$ cat src/rtl/pri_req_pkg.sv
// Shared types and helpers for the pri_req_latch request-capture/grant stage.
package pri_req_pkg;

    typedef enum logic {
        ST_IDLE    = 1'b0,
        ST_PRESENT = 1'b1
    } state_t;

    localparam int N_DEF = 4;
    localparam int MAX_N = 32;

    // Callers size-cast the result down to their own request width.
    function automatic logic [MAX_N-1:0] onehot(input int unsigned idx);
        return MAX_N'(1) << idx;
    endfunction

endpackage

$ cat src/rtl/prio_enc_comb.sv
// Highest-set-bit encoder: bit N-1 wins; all-zero input yields idx 0 with any=0.
module prio_enc_comb #(
    parameter  int N = 4,
    localparam int W = $clog2(N)
) (
    input  logic [N-1:0] vec,
    output logic [W-1:0] idx,
    output logic         any
);

    always_comb begin
        idx = '0;
        any = 1'b0;
        for (int i = 0; i < N; i++) begin
            if (vec[i]) begin
                idx = W'(i);
                any = 1'b1;
            end
        end
    end

endmodule

$ cat src/rtl/pri_req_latch.sv
// Latches request pulses into a pending register and grants the highest pending index
// over a valid/ready handshake. Define PRI_REQ_EDGE_EN to capture only rising edges of req.
module pri_req_latch
    import pri_req_pkg::*;
#(
    parameter  int N = N_DEF,
    localparam int W = $clog2(N)
) (
    input  logic         clk,
    input  logic         rst,
    input  logic         enable,
    input  logic [N-1:0] req,
    input  logic         out_ready,
    output logic         out_valid,
    output logic [W-1:0] out_idx,
    output logic [N-1:0] pending,
    output logic         overflow
);

    state_t       state, state_next;
    logic [N-1:0] sample, cap, clr, pending_next;
    logic [W-1:0] enc_idx;
    logic         enc_any, accept;

`ifdef PRI_REQ_EDGE_EN
    // Tracks req every cycle, independent of enable, so edges are judged against the true prior level.
    logic [N-1:0] req_q;

    always_ff @(posedge clk) begin
        if (rst) req_q <= '0;
        else     req_q <= req;
    end

    assign sample = req & ~req_q;
`else
    assign sample = req;
`endif

    prio_enc_comb #(.N(N)) u_enc (
        .vec (pending),
        .idx (enc_idx),
        .any (enc_any)
    );

    assign accept       = (state == ST_PRESENT) && out_ready;
    assign cap          = enable ? sample : '0;
    assign clr          = accept ? N'(onehot(32'(out_idx))) : '0;
    assign pending_next = (pending & ~clr) | cap;

    always_ff @(posedge clk) begin
        if (rst) state <= ST_IDLE;
        else     state <= state_next;
    end

    always_comb begin
        state_next = state;
        case (state)
            ST_IDLE:    if (enc_any) state_next = ST_PRESENT;
            ST_PRESENT: if (out_ready) state_next = ST_IDLE;
            default:    state_next = ST_IDLE;
        endcase
    end

    always_comb begin
        out_valid = (state == ST_PRESENT);
    end

    // Grant index is chosen from the registered pending only; it is frozen while PRESENT.
    always_ff @(posedge clk) begin
        if (rst) begin
            pending  <= '0;
            out_idx  <= '0;
            overflow <= 1'b0;
        end else begin
            pending  <= pending_next;
            overflow <= |(cap & pending & ~clr);
            if (state == ST_IDLE && enc_any)
                out_idx <= enc_idx;
        end
    end

endmodule

$ cat config.mk
export PLATFORM = sky130hd
export DESIGN_NAME = pri_req_latch
export DESIGN_NICKNAME = d
export VERILOG_FILES = /design/src/rtl/pri_req_pkg.sv /design/src/rtl/prio_enc_comb.sv /design/src/rtl/pri_req_latch.sv
export SDC_FILE = /design/constraint.sdc
export NUM_CORES = 1
export LEC_CHECK = 0
export ABC_AREA = 1
export CORE_AREA = 5 5 42 44
export DETAILED_ROUTE_END_ITERATION = 8
export DIE_AREA = 0 0 47 49
export GPL_ROUTABILITY_DRIVEN = 0
export GPL_TIMING_DRIVEN = 1
export HOLD_SLACK_MARGIN = 0.06
export PLACE_DENSITY = 0.67
export SETUP_SLACK_MARGIN = 0.3
export SLEW_MARGIN = 30
export SYNTH_ARGS = -nofsm -noshare
export SYNTH_HDL_FRONTEND = slang
export SYNTH_SLANG_ARGS = --single-unit
$ cat constraint.sdc
create_clock -name clk -period 1.6 [get_ports clk]
set_input_delay 0.32 -clock clk [delete_from_list [all_inputs] [get_ports clk]]
set_output_delay 0.32 -clock clk [all_outputs]
set_load 0.05 [all_outputs]
# Yosys cells after proc, flatten, opt, wreduce, memory -nomap -nowiden

Index checks and enable logic that the tools add are counted.

Input bits: 8
Flip-flop bits (word level): 8

Multiplexer cells: 12
Reductions and logical operators: 3
Bitwise operators: 6
Shift operators: 1

Operators with widths:

| cell                | count |
|---|---|
| $and 4x4->4         | 3 |
| $mux 4              | 2 |
| $mux 1              | 7 |
| $mux 2              | 2 |
| $not 4->4           | 1 |
| $or 4x4->4          | 1 |
| $reduce_or 4->1     | 1 |
| $shl 1x2->4 const A | 1 |
| $logic_and 1x1->1   | 2 |
| $pmux 1 s2          | 1 |
| $not 1->1           | 1 |

# Logic depth before layout (Yosys ltp)

Gate-level depths: netlist of run 1.

Depth after elaboration: 6
Gate-level depth with buffers: 7
Mapped depth without buffers: 7

# Modules after synthesis

Synthesis of run 1 repeated with hierarchy kept, for this count alone.

Cells, all modules: 67
Area, all modules: 411.6 um2

By module, submodules not included:

| module        | cells an instance | times used | area each (um2) |
|---|---|---|---|
| pri_req_latch | 59                | 1          | 379.1 |
| prio_enc_comb | 8                 | 1          | 32.5 |

# Worst setup path before layout of run 1

OpenSTA, ideal clock, no wires.

Kind: reg-to-reg
From: register state, in the netlist out_valid
To: register overflow
Setup time: 0.124 ns
Data arrival time: 1.136 ns
Cell stages (with the launch flop): 8
Path slack: 0.340 ns
Buffers on the path: 0
Path through: dfxtp_1 nand2_1 inv_2 nand2_1 nand2_1 nand2_1 nor2_1 nor2_1

Cells in the longest elaborated chain, start to end: 5

RTL lines:

| what                   | RTL line            | RTL |
|---|---|---|
| from (decl)            | pri_req_latch.sv:20 | `state_t state, state_next;` |
| from (signal assigned) | pri_req_latch.sv:52 | `else state <= state_next;` |
| $logic_and 1x1->1      | pri_req_latch.sv:45 | `assign accept = (state == ST_PRESENT) && out_ready;` |
| $mux 4                 | pri_req_latch.sv:47 | `assign clr = accept ? N'(onehot(32'(out_idx))) : '0;` |
| $not 4->4              | pri_req_latch.sv:76 | `overflow <= \|(cap & pending & ~clr);` |
| $and 4x4->4            | pri_req_latch.sv:76 |  |
| $reduce_or 4->1        | pri_req_latch.sv:76 |  |
| to (signal assigned)   | pri_req_latch.sv:76 |  |
| to (decl)              | pri_req_latch.sv:17 | `output logic overflow` |

Every way passes these cells.
A chain may end at the register's enable or synchronous reset.

# Worst setup path after layout of run 1

From: register out_idx[1]
To: output port out_idx[1]

RTL lines:

| what                   | RTL line            | RTL |
|---|---|---|
| from (decl)            | pri_req_latch.sv:15 | `output logic [W-1:0] out_idx,` |
| from (signal assigned) | pri_req_latch.sv:78 | `out_idx <= enc_idx;` |

No word-level cell between the ends.

==> flow_metrics.py, run 1 <==
metrics = {
    "floorplanning": {
        "start_util_pct": 28.48,
        "num_rows": 14,
        "design.core.area_um2": 1401,
        "die_x_um": 47,
        "die_h_um": 49,
        "die_area_um2": 2303,
        "ioPinCount": 16,
    },
    "setup_path": {
        "reg2reg_depth": 7,
        "critPathBufInv": 1,
        "rr_endpoint": "overflow$_SDFF_PP0_",
        "start_kind": "flip-flop",
        "path_cells": "buf_12",
        "slowest_delay_ps": 460,
        "r2r_setup_slack_ps": 580,
        "worstSetupEndpointType": "output port",
        "r2r-start": "out_valid$_SDFF_PP0_",
        "cp_top_family": "flip-flops",
        "criticalPathCategory": "reg2out",
        "cp.arrival_ps": 880,
        "critPathSlowestCell": "dfxtp_1",
        "cp.required_ps": 1280,
        "path_max_fanout": 6,
    },
    "power_and_ir_drop": {
        "leakagePower_nw": 0.2999,
        "p_int_w": 0.0003954,
        "combPwrFrac_pct": 33.9,
        "peakVddDrop_mv": 0.4245,
        "clock_power_share_pct": 25.9,
        "pwr-share-seq_pct": 40.2,
        "power.density_nw_per_um2": 960.9,
        "power.switching_w": 0.0002106,
        "p_sw_share_pct": 34.75,
        "p_total_w": 0.0006059,
    },
    "place": {
        "numPortBuffers": 15,
        "placed_cells": 96,
        "placed_cell_area_um2": 608.1,
        "dp_hpwl_um": 709.1,
    },
    "worst_hold_path": {
        "min_path_type": "reg2reg",
        "hold-path-endpoint": "pending[0]$_SDFF_PP0_",
        "hold_path_startpoint": "pending[0]$_SDFF_PP0_",
        "hold_depth": 2,
    },
    "cells_and_area": {
        "multi_input_area_um2": 193.9,
        "layout-drive-gt1-share_pct": 18.07,
        "fin_area_um2": 630.6,
        "seq_area_um2": 160.2,
        "fin_nets": 93,
        "syn_to_final_growth_pct": 57.99,
        "instances_no_fill": 99,
        "nFillCells": 143,
        "antenna_cells": 0,
        "finish.utilization_pct": 45.00,
    },
    "clock_tree": {
        "clock_path_buffers": 2,
        "path_clk_slew_ps": 60,
        "cts_setup_buffers": 0,
        "cts_made_buffers": 3,
        "hold_buffers": 0,
        "clkLatencyLatePin_ps": 250,
        "root_buffer": "clkbuf_4",
        "cts_tree": "built",
        "cts.sinks": 8,
        "htree_levels": 1,
        "ctsResizeCount": 0,
    },
    "synthesis": {
        "synthTopCellsByArea": "dfxtp_1, nand2_1, nor2_1",
        "synth_common_cells": "nand2_1, nor2_1, inv_1, dfxtp_1, a21oi_1",
        "synth_top_area_share_pct": 40.13,
        "synth_seq_cells": 8,
        "synthArstFlopShare_pct": 0,
        "yosysUniqueCellTypes": 12,
        "yosysMostFrequentCell": "nand2_1",
        "yosysSeqAreaShare_pct": 40.13,
        "syn_nets": 74,
        "postSynthCellCount": 66,
        "synthFlopType": "dfxtp_1",
        "ys_warn_count": 0,
        "synth.avg_cell_area_um2": 6.047,
        "syn-cell-area_um2": 399.1,
        "synth_edf_count": 0,
        "synth_top_cell_by_area": "dfxtp_1",
    },
    "grt": {
        "grt_pass1_vias": 380,
        "grtUsageTotal_pct": 9.238,
        "met3_usage_pct": 2.583,
        "grt_pass1_wl_mm": 1.566,
        "grt.overflow.total": 0,
        "grt_max_degree": 9,
        "antenna_found_initial": 0,
        "use_met1_pct": 12.80,
        "top_usage_layer": "met1",
        "met2_usage_pct": 12.22,
    },
    "routing": {
        "remaining_drc_errors": 0,
        "ant_nets": 0,
        "dr.pass1.iters": 4,
        "drt_iter0_drc": 6,
        "vias": 421,
        "drt_wl_total_um": 876,
        "viasPerCell": 4.253,
        "post_drt_wl_per_cell_um": 8.848,
    },
    "timing": {
        "tightestPinTransition_ps": 275.2,
        "setup_tns_ps": 0,
        "finalHoldViolations": 0,
        "fin_crit_ps": 1204,
        "fmax_mhz": 830.4,
        "fin_skew_ps": 1.235,
        "maxSlewHeadroom_pct": 81.60,
        "setup_viol": 0,
        "period_share_pct": 75.26,
        "slew_viol_final": 0,
        "rsz0062_at_grt": "no",
    },
    "run": {
        "maxCapViolations": 0,
    },
    "outcome": {
        "outcome": "completed",
    },
}
-- how the worst max path moves through the flow --
stage	cells past startpoint	startpoint	slack, ps	end
3_5_place_dp	8	out_ready	250	overflow$_SDFF_PP0_
3_3_place_gp	8	out_ready	250	overflow$_SDFF_PP0_
6_report	1	out_idx[1]$_SDFFE_PP0P_	400	out_idx[1]
5_1_grt	1	pending[2]$_SDFF_PP0_	340	pending[2]
2_1_floorplan	7	out_valid$_SDFF_PP0_	340	overflow$_SDFF_PP0_
4_1_cts	1	pending[2]$_SDFF_PP0_	380	pending[2]
-- cell type report --
class	instances	share of cell area, %
clock buffer	3	3.571
inverter	11	6.548
multi-input combinational	46	30.75
sequential	8	25.40
tap	16	3.175
timing repair buffer	15	30.56
-- power groups by stage --
stage | Sequential (W) | Combinational [W] | Clock (W)
2_1_floorplan | 0.000300 | 0.0000589 | 0
3_3_place_gp | 0.000248 | 0.000206 | 0
3_5_place_dp | 0.000247 | 0.000207 | 0
4_1_cts | 0.000244 | 0.000207 | 0.000161
5_1_grt | 0.000248 | 0.000223 | 0.000177
6_report | 0.000243 | 0.000205 | 0.000157
-- metal layers --
layer  up-vias  routed length, µm
met5         -                  0
met3         5                 45
met4         0                 29
met2        10                402
met1       174                399
li1        232                  -
-- registers in the layout (all words and copies together) (netlist names) --
| signal | flops |
|---|---|
| pending | 4 |
| out_valid | 1 |
| overflow | 1 |
| out_idx | 2 |
-- through the flow --
stage | setup WS [ps] | hold WS, ps
floorplan | 340.1 | 483.5
CTS | 382.6 | 484.0
global placement | 245.8 | 464.9
finish | 395.8 | 486.1
detailed placement | 253.1 | 473.6
global route | 342.6 | 529.3
-- layout by cell type (no fill, tap or decap) --
cell type         n
clkdlybuf4s50_1   7
inv_2             1
nand2_1          23
o21ai_1           1
clkbuf_4          3
nor2_2            1
buf_12            5
nand3_2           1
a21oi_1           5
inv_1            10
o21ai_0           2
nand2_2           1
dfxtp_1           8
nor2_1           12
buf_4             3
-- logic make-up (layout without fill, tap and decap cells) --
kind of cell / count (synthesis) / in the layout / share of synthesized area, %
compound gates: 8 / 8 / 10.03
flops: 8 / 8 / 40.12
simple gates: 38 / 38 / 38.56
buf+inv: 12 / 29 / 11.28
Note: power is estimated with default switching activity, not from simulation.
==> run 2: changes to the inputs <==
- clock period: 1.6 -> 1.24 ns (I/O delays scaled with it)
==> flow_metrics.py, run 2 (synthesized netlist as in run 1, its figures left out) <==
metrics = {
    "outcome": {
        "outcome": "completed",
    },
    "floorplanning": {
        "ioPinCount": 16,
        "start_util_pct": 28.48,
        "die_area_um2": 2303,
        "die_h_um": 49,
        "die_x_um": 47,
        "design.core.area_um2": 1401,
        "num_rows": 14,
    },
    "clock_tree": {
        "clock_path_buffers": 2,
        "root_buffer": "clkbuf_4",
        "cts_tree": "built",
        "htree_levels": 1,
        "path_clk_slew_ps": 70,
        "cts.sinks": 8,
        "cts_made_buffers": 3,
        "clkLatencyLatePin_ps": 260,
    },
    "setup_path": {
        "r2r_setup_slack_ps": 230,
        "slowest_delay_ps": 390,
        "path_cells": "buf_12",
        "cp.required_ps": 990,
        "r2r-start": "out_idx[1]$_SDFFE_PP0P_",
        "cp_num_cells": 1,
        "critPathBufInv": 1,
        "rr_endpoint": "overflow$_SDFF_PP0_",
        "path_max_fanout": 5,
        "critPathSlowestCell": "dfxtp_4",
        "cp_top_family": "flip-flops",
        "criticalPathCategory": "reg2out",
        "worstSetupEndpointType": "output port",
        "reg2reg_depth": 8,
        "critPathLaunch": "out_idx[1]$_SDFFE_PP0P_",
        "cp-endpoint": "out_idx[1]",
        "cp.arrival_ps": 800,
        "start_kind": "flip-flop",
    },
    "cells_and_area": {
        "seq_area_um2": 187.7,
        "antenna_cells": 0,
        "biggestRegsByFlops": "pending: 4 flops, out_idx: 2 flops",
        "multi_input_area_um2": 239.0,
        "nFillCells": 133,
        "syn_to_final_growth_pct": 106.9,
        "top_register": "pending",
        "layout_commonest_cell": "nand2_1",
        "fin_nets": 102,
        "layout-drive-gt1-share_pct": 48.39,
        "final_cell_mix": "nand2_1, nor2_1, buf_12",
        "largest_reg_flops": 4,
    },
    "power_and_ir_drop": {
        "p_int_w": 0.0005882,
        "power.density_nw_per_um2": 1110,
        "p_total_w": 0.0009168,
        "leakagePower_nw": 0.3744,
        "pwr-share-seq_pct": 35.2,
        "peakVddDrop_mv": 0.5618,
        "power.switching_w": 0.0003286,
        "clock_power_share_pct": 25.1,
        "p_sw_share_pct": 35.85,
        "combPwrFrac_pct": 39.7,
    },
    "place": {
        "numPortBuffers": 15,
        "dp_hpwl_um": 813.9,
    },
    "grt": {
        "grt_max_degree": 7,
        "antenna_found_initial": 0,
        "grtUsageTotal_pct": 11.41,
        "grt_pass1_vias": 455,
        "grt_pass1_wl_mm": 1.890,
        "grt.overflow.total": 0,
    },
    "worst_hold_path": {
        "min_path_type": "in2reg",
        "hold_depth": 3,
    },
    "timing": {
        "period_share_pct": 84.27,
        "maxSlewHeadroom_pct": 84.69,
        "finalHoldViolations": 0,
        "fin_skew_ps": 5.810,
        "setup_viol": 0,
        "rsz0062_at_grt": "yes",
        "tightestPinTransition_ps": 228.9,
        "fmax_mhz": 957.0,
        "setup_tns_ps": 0,
        "slew_viol_final": 0,
        "fin_crit_ps": 1045,
    },
    "routing": {
        "ant_nets": 0,
        "post_drt_wl_per_cell_um": 10.55,
        "dr.pass1.iters": 4,
        "viasPerCell": 4.459,
        "vias": 486,
        "remaining_drc_errors": 0,
        "drt_wl_total_mm": 1.150,
        "drt_iter0_drc": 11,
    },
    "run": {
        "maxCapViolations": 0,
    },
}
==> run 2: cell count changes in the layout (fill, tap and decap cells not counted), sizes merged <==
cell	change
clkbuf	+1
clkdlybuf4s50	-2
buf	+9
dlygate4sd2	+2
==> run 2: cell type report <==
type / instances / area share, %
clock buffer: 4 / 3.182
multi-input combinational: 46 / 28.94
inverter: 11 / 5.606
timing repair buffer: 24 / 37.12
tap: 16 / 2.424
sequential: 8 / 22.73
==> run 2: routing by layer <==
metal	up-vias	track usage [%]	share of wire (%)
met5	-	0	0
met4	0	5.530	0
met3	0	3.690	5.8
met2	18	18.33	58
met1	214	12.97	36
li1	254	-	-
==> run 2: power groups by stage <==
| stage | Sequential [W] | Clock (W) | Combinational (W) |
|---|---|---|---|
| 2_1_floorplan | 0.000392 | 0 | 0.0000765 |
| 3_3_place_gp | 0.000325 | 0 | 0.000296 |
| 3_5_place_dp | 0.000326 | 0 | 0.000298 |
| 4_1_cts | 0.000317 | 0.000237 | 0.000340 |
| 5_1_grt | 0.000328 | 0.000254 | 0.000387 |
| 6_report | 0.000322 | 0.000230 | 0.000364 |
==> run 2: repair_timing <==
item | 4_1_cts | 5_1_grt
endpoints found under the hold margin | 0 | 0
setup endpoints to repair | 9 | 13
gates resized for setup | 12 | 12
hold buffers | 0 | 0
buffers inserted | 5 | 0
pin swaps | 5 | 4
==> run 2: how the worst min path moves through the flow <==
stage | start | end | slack [ps]
finish | enable | pending[1]$_SDFF_PP0_ | 470
global route | enable | pending[1]$_SDFF_PP0_ | 470
CTS | enable | pending[1]$_SDFF_PP0_ | 460
detailed placement | pending[1]$_SDFF_PP0_ | pending[1]$_SDFF_PP0_ | 490
global placement | pending[0]$_SDFF_PP0_ | pending[0]$_SDFF_PP0_ | 490
floorplan | enable | pending[3]$_SDFF_PP0_ | 400
==> run 2: metrics by stage <==
stage	cell area (µm²)	hold WS [ps]	util, %	setup WS, ps	std cells
global route	825.8	467.7	58.93	152.2	109
floorplan	427.9	401.1	-	274.4	66
finish	825.8	468.3	58.93	195.0	109
global placement	704.4	487.8	50.27	-51.91	100
CTS	793.3	461.7	56.61	193.2	109
detailed placement	704.4	490.7	50.27	-49.96	100
